===== src/rtl/sprite_mirror_writer_if.sv =====
// Bus bundle for sprite_mirror_writer: copy control, source RAM read port and
// destination RAM write port. The writer is the master of both RAM ports.
interface sprite_mirror_writer_if #(
  parameter int ADDR_W = 15,
  parameter int DATA_W = 24
);
  logic              start;
  logic              flip_h;
  logic              flip_v;
  logic [ADDR_W-1:0] src_addr;
  logic [DATA_W-1:0] src_data;
  logic              dst_we;
  logic [ADDR_W-1:0] dst_addr;
  logic [DATA_W-1:0] dst_data;
  logic              busy;
  logic              done;

  modport master (
    input  start, flip_h, flip_v, src_data,
    output src_addr, dst_we, dst_addr, dst_data, busy, done
  );

  modport slave (
    output start, flip_h, flip_v, src_data,
    input  src_addr, dst_we, dst_addr, dst_data, busy, done
  );
endinterface


===== src/rtl/sprite_mirror_writer.sv =====
// sprite_mirror_writer: copies a SPR_W x SPR_H sprite from a source RAM to a
// destination RAM, optionally mirrored horizontally and/or vertically.
// Source addresses are issued row-major; the destination address is produced
// one stage later so it lines up with the 1-cycle registered RAM read data.
// Destination addressing uses a row-base register stepped by +/-SPR_W and a
// column offset stepped by +/-1, so no multiplier is needed.
module sprite_mirror_writer #(
  parameter int SPR_W    = 30,
  parameter int SPR_H    = 29,
  parameter int ADDR_W   = 15,
  parameter int DATA_W   = 24,
  parameter int SRC_BASE = 0,
  parameter int DST_BASE = 0
) (
  input  logic                   Clk,
  input  logic                   Reset_n,
  sprite_mirror_writer_if.master bus
);

  localparam logic [ADDR_W-1:0] ZERO_L       = {ADDR_W{1'b0}};
  localparam logic [ADDR_W-1:0] ONE_L        = ADDR_W'(1);
  localparam logic [ADDR_W-1:0] W_L          = ADDR_W'(SPR_W);
  localparam logic [ADDR_W-1:0] X_LAST       = ADDR_W'(SPR_W - 1);
  localparam logic [ADDR_W-1:0] Y_LAST       = ADDR_W'(SPR_H - 1);
  localparam logic [ADDR_W-1:0] SRC_BASE_L   = ADDR_W'(SRC_BASE);
  localparam logic [ADDR_W-1:0] DST_BASE_L   = ADDR_W'(DST_BASE);
  // Elaboration-time constant: base of the last destination row.
  localparam logic [ADDR_W-1:0] DST_LAST_ROW = ADDR_W'(DST_BASE + (SPR_H - 1) * SPR_W);

  typedef enum logic [1:0] {
    IDLE  = 2'd0,
    RUN   = 2'd1,
    DRAIN = 2'd2
  } state_t;

  state_t            state_r, state_nxt;
  logic              accept_s, row_end_s, last_s;
  logic              flip_h_r, flip_v_r;
  logic [ADDR_W-1:0] x_r, y_r;
  logic [ADDR_W-1:0] src_addr_r;
  logic [ADDR_W-1:0] dst_row_r, dst_col_r;
  logic [ADDR_W-1:0] dst_addr_r;
  logic              dst_we_r, busy_r, done_r;
  logic [DATA_W-1:0] pass_s;

  // Next-state decode and per-cycle control strobes.
  always_comb begin
    state_nxt = state_r;
    accept_s  = 1'b0;
    row_end_s = (x_r == X_LAST);
    last_s    = row_end_s && (y_r == Y_LAST);
    case (state_r)
      IDLE: begin
        if (bus.start) begin
          accept_s  = 1'b1;
          state_nxt = RUN;
        end else begin
          state_nxt = IDLE;
        end
      end
      RUN: begin
        if (last_s) begin
          state_nxt = DRAIN;
        end else begin
          state_nxt = RUN;
        end
      end
      DRAIN:   state_nxt = IDLE;
      default: state_nxt = IDLE;
    endcase
  end

  // State register; reset abandons any copy in progress.
  always_ff @(posedge Clk) begin
    if (!Reset_n) begin
      state_r <= IDLE;
    end else begin
      state_r <= state_nxt;
    end
  end

  // Address counters, write pipeline stage and status flags.
  always_ff @(posedge Clk) begin
    if (!Reset_n) begin
      flip_h_r   <= 1'b0;
      flip_v_r   <= 1'b0;
      x_r        <= ZERO_L;
      y_r        <= ZERO_L;
      src_addr_r <= SRC_BASE_L;
      dst_row_r  <= DST_BASE_L;
      dst_col_r  <= ZERO_L;
      dst_addr_r <= DST_BASE_L;
      dst_we_r   <= 1'b0;
      busy_r     <= 1'b0;
      done_r     <= 1'b0;
    end else begin
      // The write stage trails the read stage by exactly one cycle.
      dst_we_r <= (state_r == RUN);
      if (state_r == RUN) begin
        dst_addr_r <= dst_row_r + dst_col_r;
      end
      busy_r <= (state_nxt != IDLE);
      done_r <= (state_r == DRAIN);

      if (accept_s) begin
        flip_h_r   <= bus.flip_h;
        flip_v_r   <= bus.flip_v;
        x_r        <= ZERO_L;
        y_r        <= ZERO_L;
        src_addr_r <= SRC_BASE_L;
        dst_row_r  <= bus.flip_v ? DST_LAST_ROW : DST_BASE_L;
        dst_col_r  <= bus.flip_h ? X_LAST : ZERO_L;
      end else if ((state_r == RUN) && !last_s) begin
        src_addr_r <= src_addr_r + ONE_L;
        if (row_end_s) begin
          x_r       <= ZERO_L;
          y_r       <= y_r + ONE_L;
          dst_col_r <= flip_h_r ? X_LAST : ZERO_L;
          dst_row_r <= flip_v_r ? (dst_row_r - W_L) : (dst_row_r + W_L);
        end else begin
          x_r       <= x_r + ONE_L;
          dst_col_r <= flip_h_r ? (dst_col_r - ONE_L) : (dst_col_r + ONE_L);
        end
      end
    end
  end

  // Pixel data goes straight from source read data to destination write data.
  assign pass_s       = bus.src_data;
  assign bus.dst_data = pass_s;
  assign bus.src_addr = src_addr_r;
  assign bus.dst_addr = dst_addr_r;
  assign bus.dst_we   = dst_we_r;
  assign bus.busy     = busy_r;
  assign bus.done     = done_r;

endmodule


===== src/flat_wrapper.sv =====
// flat-port wrapper written by rule: the top's interface ports become plain ports
module sprite_mirror_writer_flat 
#(
  parameter int SPR_W    = 30,
  parameter int SPR_H    = 29,
  parameter int ADDR_W   = 15,
  parameter int DATA_W   = 24,
  parameter int SRC_BASE = 0,
  parameter int DST_BASE = 0
)
  (Clk, Reset_n, bus_start, bus_flip_h, bus_flip_v, bus_src_data, bus_src_addr, bus_dst_we, bus_dst_addr, bus_dst_data, bus_busy, bus_done);
  sprite_mirror_writer_if #(.ADDR_W(ADDR_W), .DATA_W(DATA_W)) bus_i ();
  input  logic Clk;
  input  logic Reset_n;
  input wire logic [$bits(bus_i.start)-1:0] bus_start;
  input wire logic [$bits(bus_i.flip_h)-1:0] bus_flip_h;
  input wire logic [$bits(bus_i.flip_v)-1:0] bus_flip_v;
  input wire logic [$bits(bus_i.src_data)-1:0] bus_src_data;
  output wire logic [$bits(bus_i.src_addr)-1:0] bus_src_addr;
  output wire logic [$bits(bus_i.dst_we)-1:0] bus_dst_we;
  output wire logic [$bits(bus_i.dst_addr)-1:0] bus_dst_addr;
  output wire logic [$bits(bus_i.dst_data)-1:0] bus_dst_data;
  output wire logic [$bits(bus_i.busy)-1:0] bus_busy;
  output wire logic [$bits(bus_i.done)-1:0] bus_done;
  assign bus_i.start = bus_start;
  assign bus_i.flip_h = bus_flip_h;
  assign bus_i.flip_v = bus_flip_v;
  assign bus_i.src_data = bus_src_data;
  assign bus_src_addr = bus_i.src_addr;
  assign bus_dst_we = bus_i.dst_we;
  assign bus_dst_addr = bus_i.dst_addr;
  assign bus_dst_data = bus_i.dst_data;
  assign bus_busy = bus_i.busy;
  assign bus_done = bus_i.done;
  sprite_mirror_writer #(.SPR_W(SPR_W), .SPR_H(SPR_H), .ADDR_W(ADDR_W), .DATA_W(DATA_W), .SRC_BASE(SRC_BASE), .DST_BASE(DST_BASE)) u_core (.Clk(Clk), .Reset_n(Reset_n), .bus(bus_i));
endmodule

===== config.mk =====
export PLATFORM = sky130hd
export DESIGN_NAME = sprite_mirror_writer_flat
export DESIGN_NICKNAME = d
export VERILOG_FILES = /design/src/rtl/sprite_mirror_writer_if.sv /design/src/rtl/sprite_mirror_writer.sv /design/src/flat_wrapper.sv
export SDC_FILE = /design/constraint.sdc
export NUM_CORES = 1
export LEC_CHECK = 0
export ABC_AREA = 1
export CORE_ASPECT_RATIO = 0.75
export CORE_MARGIN = 2
export CORE_UTILIZATION = 57
export DETAILED_ROUTE_END_ITERATION = 8
export PLACE_DENSITY = 0.79
export SLEW_MARGIN = 20
export SYNTH_ARGS = -nofsm -noshare
export SYNTH_HDL_FRONTEND = slang
export SYNTH_SLANG_ARGS = --single-unit

===== constraint.sdc =====
create_clock -name Clk -period 2.65 [get_ports Clk]
set_input_delay 0.53 -clock Clk [delete_from_list [all_inputs] [get_ports Clk]]
set_output_delay 0.53 -clock Clk [all_outputs]
set_load 0.03 [all_outputs]

=== Yosys cells after proc, flatten, opt, wreduce, memory -nomap -nowiden ===
Cells that the tools add are included.

* Flip-flop bits (word level): 97
* Bits of input ports: 29
* Output and inout bits: 57
* Word-level logic and storage cells: 52

* Add/subtract/negate cells: 8
* Equal/unequal tests: 4
* Mux-type cells: 17
* Bitwise operators: 1
* Reduce and logical (&&, ||, !) cells: 10

{| class="wikitable"
|+ Operator list
! kind !! count
|-
| $mux 15 || 9
|-
| $add 15x1->15 const B || 4
|-
| $eq 15x5->1 const B || 2
|-
| $add 15x15->15 || 1
|-
| $add 15x5->15 const B || 1
|-
| $sub 15x1->15 const B || 1
|-
| $sub 15x5->15 const B || 1
|-
| $mux 10 || 1
|-
| $mux 5 || 2
|-
| $reduce_bool 2->1 || 3
|-
| $pmux 2 s2 || 1
|-
| $reduce_and 2->1 || 2
|-
| $mux 1 || 3
|-
| $eq 2x1->1 const B || 1
|-
| $eq 2x2->1 const B || 1
|-
| $logic_and 1x1->1 || 2
|-
| $logic_not 2->1 || 1
|-
| $mux 2 || 1
|-
| $reduce_or 2->1 || 1
|-
| $logic_not 1->1 || 1
|-
| $not 1->1 || 1
|}

=== Logic depth before layout (Yosys ltp) ===
* Depth in word-level cells: 6
* Mapped depth: 14
* Mapped depth without buffers: 13

=== Worst setup path after synthesis ===
No wires, ideal clock.

* Kind: reg2reg
* Start: register u_core.flip_v_r
* End: register u_core.dst_row_r[13]
* Setup time: 0.113 ns
* Arrival time: 1.811 ns
* Required time: 2.537 ns
* Slack: 0.726 ns
* Cell stages (with the launch flop): 12
* Path buffers: 0
* Clock period less this slack: 1.924 ns
* Cell sequence: dfxtp_1 -> inv_1 -> ha_1 -> nand2_1 -> o21ai_0 -> nand2_1 -> nand2_1 -> nand2_1 -> nand2_1 -> nand2_1 -> nand3_1 -> nand2_1

* Cells in the longest elaborated chain, start to end: 4

{| class="wikitable"
|+ Ends and longest elaborated chain
! element !! RTL line !! text
|-
| start: declaration || sprite_mirror_writer.sv:38 || <nowiki>logic flip_h_r, flip_v_r;</nowiki>
|-
| start signal: assignment || sprite_mirror_writer.sv:107 || <nowiki>flip_v_r <= bus.flip_v;</nowiki>
|-
| $mux 15 || sprite_mirror_writer.sv:119 || <nowiki>dst_row_r <= flip_v_r ? (dst_row_r - W_L) : (dst_row_r + W_L);</nowiki>
|-
| $mux 15 || sprite_mirror_writer.sv:115 || <nowiki>if (row_end_s) begin</nowiki>
|-
| $mux 15 || sprite_mirror_writer.sv:113 || <nowiki>end else if ((state_r == RUN) && !last_s) begin</nowiki>
|-
| $mux 15 || sprite_mirror_writer.sv:105 || <nowiki>if (accept_s) begin</nowiki>
|-
| end signal: assignment || sprite_mirror_writer.sv:111 || <nowiki>dst_row_r <= bus.flip_v ? DST_LAST_ROW : DST_BASE_L;</nowiki>
|-
| end signal: assignment || sprite_mirror_writer.sv:119 ||
|-
| end: declaration || sprite_mirror_writer.sv:41 || <nowiki>logic [ADDR_W-1:0] dst_row_r, dst_col_r;</nowiki>
|}

Every way passes these cells. The select of a mux whose other input is x is not followed.
A chain may end at the register's enable or synchronous reset.

=== Worst setup path after layout ===
* Start: register u_core.flip_h_r
* End: register u_core.dst_col_r[11]

* Cells in the longest elaborated chain, start to end: 4

{| class="wikitable"
|+ Ends and longest elaborated chain
! element !! RTL line !! text
|-
| start: declaration || sprite_mirror_writer.sv:38 ||
|-
| start signal: assignment || sprite_mirror_writer.sv:106 || <nowiki>flip_h_r <= bus.flip_h;</nowiki>
|-
| $mux 15 || sprite_mirror_writer.sv:122 || <nowiki>dst_col_r <= flip_h_r ? (dst_col_r - ONE_L) : (dst_col_r + ONE_L);</nowiki>
|-
| $mux 15 || sprite_mirror_writer.sv:115 ||
|-
| $mux 15 || sprite_mirror_writer.sv:113 ||
|-
| $mux 15 || sprite_mirror_writer.sv:105 ||
|-
| end signal: assignment || sprite_mirror_writer.sv:112 || <nowiki>dst_col_r <= bus.flip_h ? X_LAST : ZERO_L;</nowiki>
|-
| end signal: assignment || sprite_mirror_writer.sv:118 || <nowiki>dst_col_r <= flip_h_r ? X_LAST : ZERO_L;</nowiki>
|-
| end signal: assignment || sprite_mirror_writer.sv:122 ||
|-
| end: declaration || sprite_mirror_writer.sv:41 ||
|}

Every way passes these cells. The select of a mux whose other input is x is not followed.

==> reports/summary.txt <==
post-route minimum period -> 2.076 ns
Seq cells post-synth -> 96
met3 wire len -> 1.172 mm
Sequential Power Share -> 0.427
pin count of the biggest net entering global routing -> 37
final WL -> 17.75 mm
Rel. slew slack -> 0.5588
Hold WC Path Type -> register to register
CTS resizes -> 0
Critical Path Start Type -> register
Final setup viols -> 0
clk_skew -> 0.005776 ns
num ports -> 86
# port buffers -> 37
Synth async-reset ratio -> 0
Primary FF master, synth -> dfxtp_1
Vert. Die Dim -> 101.2 microns
Final Net Count -> 1,203
H-tree depth -> 3
met1 WL -> 8.987 mm
Setup WS post-layout -> 0.5737 ns
Setup TNS Final -> 0 ns
CP max FO -> 9
row cnt -> 35
instance area at placement -> 7487 sq um
post-CTS setup buffer count -> 0
final hold vios -> 0
Max clock buf depth -> 2
share of power burned in the clock network -> 0.411
max-cap violation count -> 0
total CTS buffers -> 9
post-route ant nets -> 0
Combinational Power Share -> 0.162
ratio of cells with drive above 1 in the final layout -> 0.06443
Die ar. -> 13,520 sq um
Post-route DRC -> 0
total grt overflow -> 0
kind of critical path -> register to register
# fillers -> 1,117
Final period util -> 0.7835
area of the multi-input gates -> 4335 sq um
EDFF count, synth -> 0
ANT cells -> 0
GRT Util Overall -> 0.2692
dpl ws -> 0.4152 ns
Final Max Slew Viols -> 0
area grow syn2layout -> 8.907%
Power Internal -> 2.547 mW
antenna violations before repair -> 0
cts-stage hold buffer count -> 0
Setup crit end kind -> register
drt pass-1 iters -> 5
Via density -> 5.286
run status -> completed
syn_area_per_cell -> 6.432 sq um
Mapped Area -> 7178 sq um
DRT iter0 DRCs -> 557
Cell Pwr Density -> 458.3 nW/um^2
hpwl dp -> 13.36 mm
Die W -> 133.6 microns
Max VDD drop -> 0.0003695 V
Ys Warns -> 0
P_leak -> 3.579 nW
Via Count -> 6,867
CTS tree -> done
Synthesized Nets -> 1,191
Yosys cell types -> 43
clk slew on worst S/H paths -> 0.07 ns
Switch Pwr -> 1.035 mW
CP Data Required Time -> 2.94 ns
Initial Utilization -> 0.5833
Max Clock Freq -> 481.6 MHz
first-pass GRT wire length -> 29.55 mm
register area -> 1922 sq um
RSZ-0062 raised after global routing -> false
WL met2 -> 7.398 mm
CTS sink count -> 96
synthesized instance count -> 1,116
GPL Wtd Cong -> 0.9188
Min Hold Slack -> 0.4664 ns
max layer used -> met4
register area share after synthesis -> 0.2677
vias in the first global route -> 6,037
clk_lat worst skew -> 0.35 ns
Clock Root Buffer -> clkbuf_16
Design Area, Final -> 7818 sq um
Switching Fraction -> 0.2890
Worst Path Arrival -> 2.36 ns
core area -> 12,310 sq um
Tightest Pin Transition -> 0.6611 ns
routed length per instance -> 13.66 microns
==> through the flow <==
stage                     std cells  power, mW  utilization
final                          1299      3.583       0.6353
after global routing           1299      3.698       0.6353
after CTS                      1299      3.577       0.6353
after detailed placement       1283      2.133       0.6084
after global placement         1283      2.125       0.6084
after floorplan                1116      2.046            -
==> power by group through the flow <==
stage / sequential, mW / clock (mW) / combinational, mW
after CTS: 1.53 / 1.47 / 0.574
after global placement: 1.56 / 0 / 0.563
final: 1.53 / 1.47 / 0.579
after detailed placement: 1.56 / 0 / 0.570
after global routing: 1.54 / 1.52 / 0.641
after floorplan: 1.60 / 0 / 0.446
==> cells by family (layout without fill, tap and decap cells) <==
group                    count (synthesis)  count (layout)  share of synthesized area
XOR/XNOR                                28              28                    0.03416
other                                    1               1                  0.0005224
adder cells (fa/ha/maj)                 46              46                    0.08332
buffers and inverters                  201             218                     0.1283
flip-flops                              96              96                     0.2677
AND/OR/NAND/NOR                        607             607                     0.3859
AO/OA/AOI/OAI                          137             137                     0.1001
==> routing by layer <==
metal  global-route usage  vias up
li1                     -     3572
met1               0.4015     3079
met2               0.4033      196
met3              0.05956       20
met4              0.04910        0
met5                    0        -
==> synthesized netlist by cell type, types with 8 or more instances <==
library cell | instances | area (sq um)
nand3b_1 | 10 | 75.07
ha_1 | 43 | 538.0
a21oi_1 | 83 | 415.4
inv_1 | 142 | 533.0
xnor2_1 | 8 | 70.07
inv_2 | 14 | 52.55
o21ai_0 | 34 | 170.2
buf_2 | 8 | 40.04
nor2_1 | 110 | 412.9
dfxtp_1 | 96 | 1922
buf_4 | 26 | 195.2
nand4_1 | 16 | 100.1
nand3_1 | 97 | 485.5
nand2_1 | 321 | 1205
nor3_1 | 19 | 95.09
xor2_1 | 20 | 175.2
==> final cells by class <==
class	count	area share
multi-input cells	819	0.5546
flip-flops and latches	96	0.2458
inverters	157	0.07570
repair buffers	45	0.05506
clock buffers	10	0.03057
well taps	166	0.02657
clock inverters	6	0.01168
==> state kept, by name (all words and copies together) (netlist names) <==
name and cells:
u_core.y_r 15, u_core.flip_h_r 1, u_core.bus.done 1, u_core.bus.dst_addr 15, u_core.flip_v_r 1, u_core.bus.src_addr 15, u_core.x_r 15, u_core.dst_row_r 14
u_core.bus.dst_we 1, u_core.bus.busy 1, u_core.dst_col_r 15, u_core.state_r 2
==> worst max-delay path, cell delays in order (launching register included) <==
cell	delay, ns
dfxtp_1	0.56
buf_4	0.25
ha_1	0.32
nand2_1	0.10
nand2_1	0.07
inv_1	0.07
nand2_1	0.09
nand3_1	0.10
nand3_1	0.08
nand2_1	0.06
nand3_1	0.13
a21oi_1	0.18
==> worst paths after layout <==
path / startpoint / end / slack [ns] / cells after the start
max: u_core.flip_h_r / u_core.dst_col_r[11] / 0.57 / 11
min: u_core.state_r[0] / u_core.bus.done / 0.47 / 1
max reg2reg: u_core.flip_h_r / u_core.dst_col_r[11] / 0.57 / 11
min reg2reg: u_core.state_r[0] / u_core.bus.done / 0.47 / 1
==> cell usage in the layout, fill, tap and decap left out, types with 2 or more instances in the layout <==
cell type,netlist,routed
nand3_1,97,97
nor2_4,4,4
nor2_8,5,5
nand3b_1,10,10
nand3_4,3,3
buf_4,26,8
o21ai_1,7,7
inv_1,142,142
nor3_2,3,3
nor2_2,3,3
xor2_1,20,20
clkbuf_16,0,9
nand4_1,16,16
xnor2_1,8,8
fa_1,3,3
ha_1,43,43
nor2_1,110,110
o21ai_0,34,34
o22ai_1,3,3
a21oi_1,83,83
dfxtp_1,96,96
nand2_4,2,2
nor3_1,19,19
clkinvlp_4,0,2
a21oi_2,2,2
nand2_1,321,321
clkdlybuf4s50_1,0,37
nand3_2,7,7
nand2_2,2,2
o21bai_1,4,4
inv_2,14,14
bufinv_16,0,2
Power figures use the tool's default switching activity.
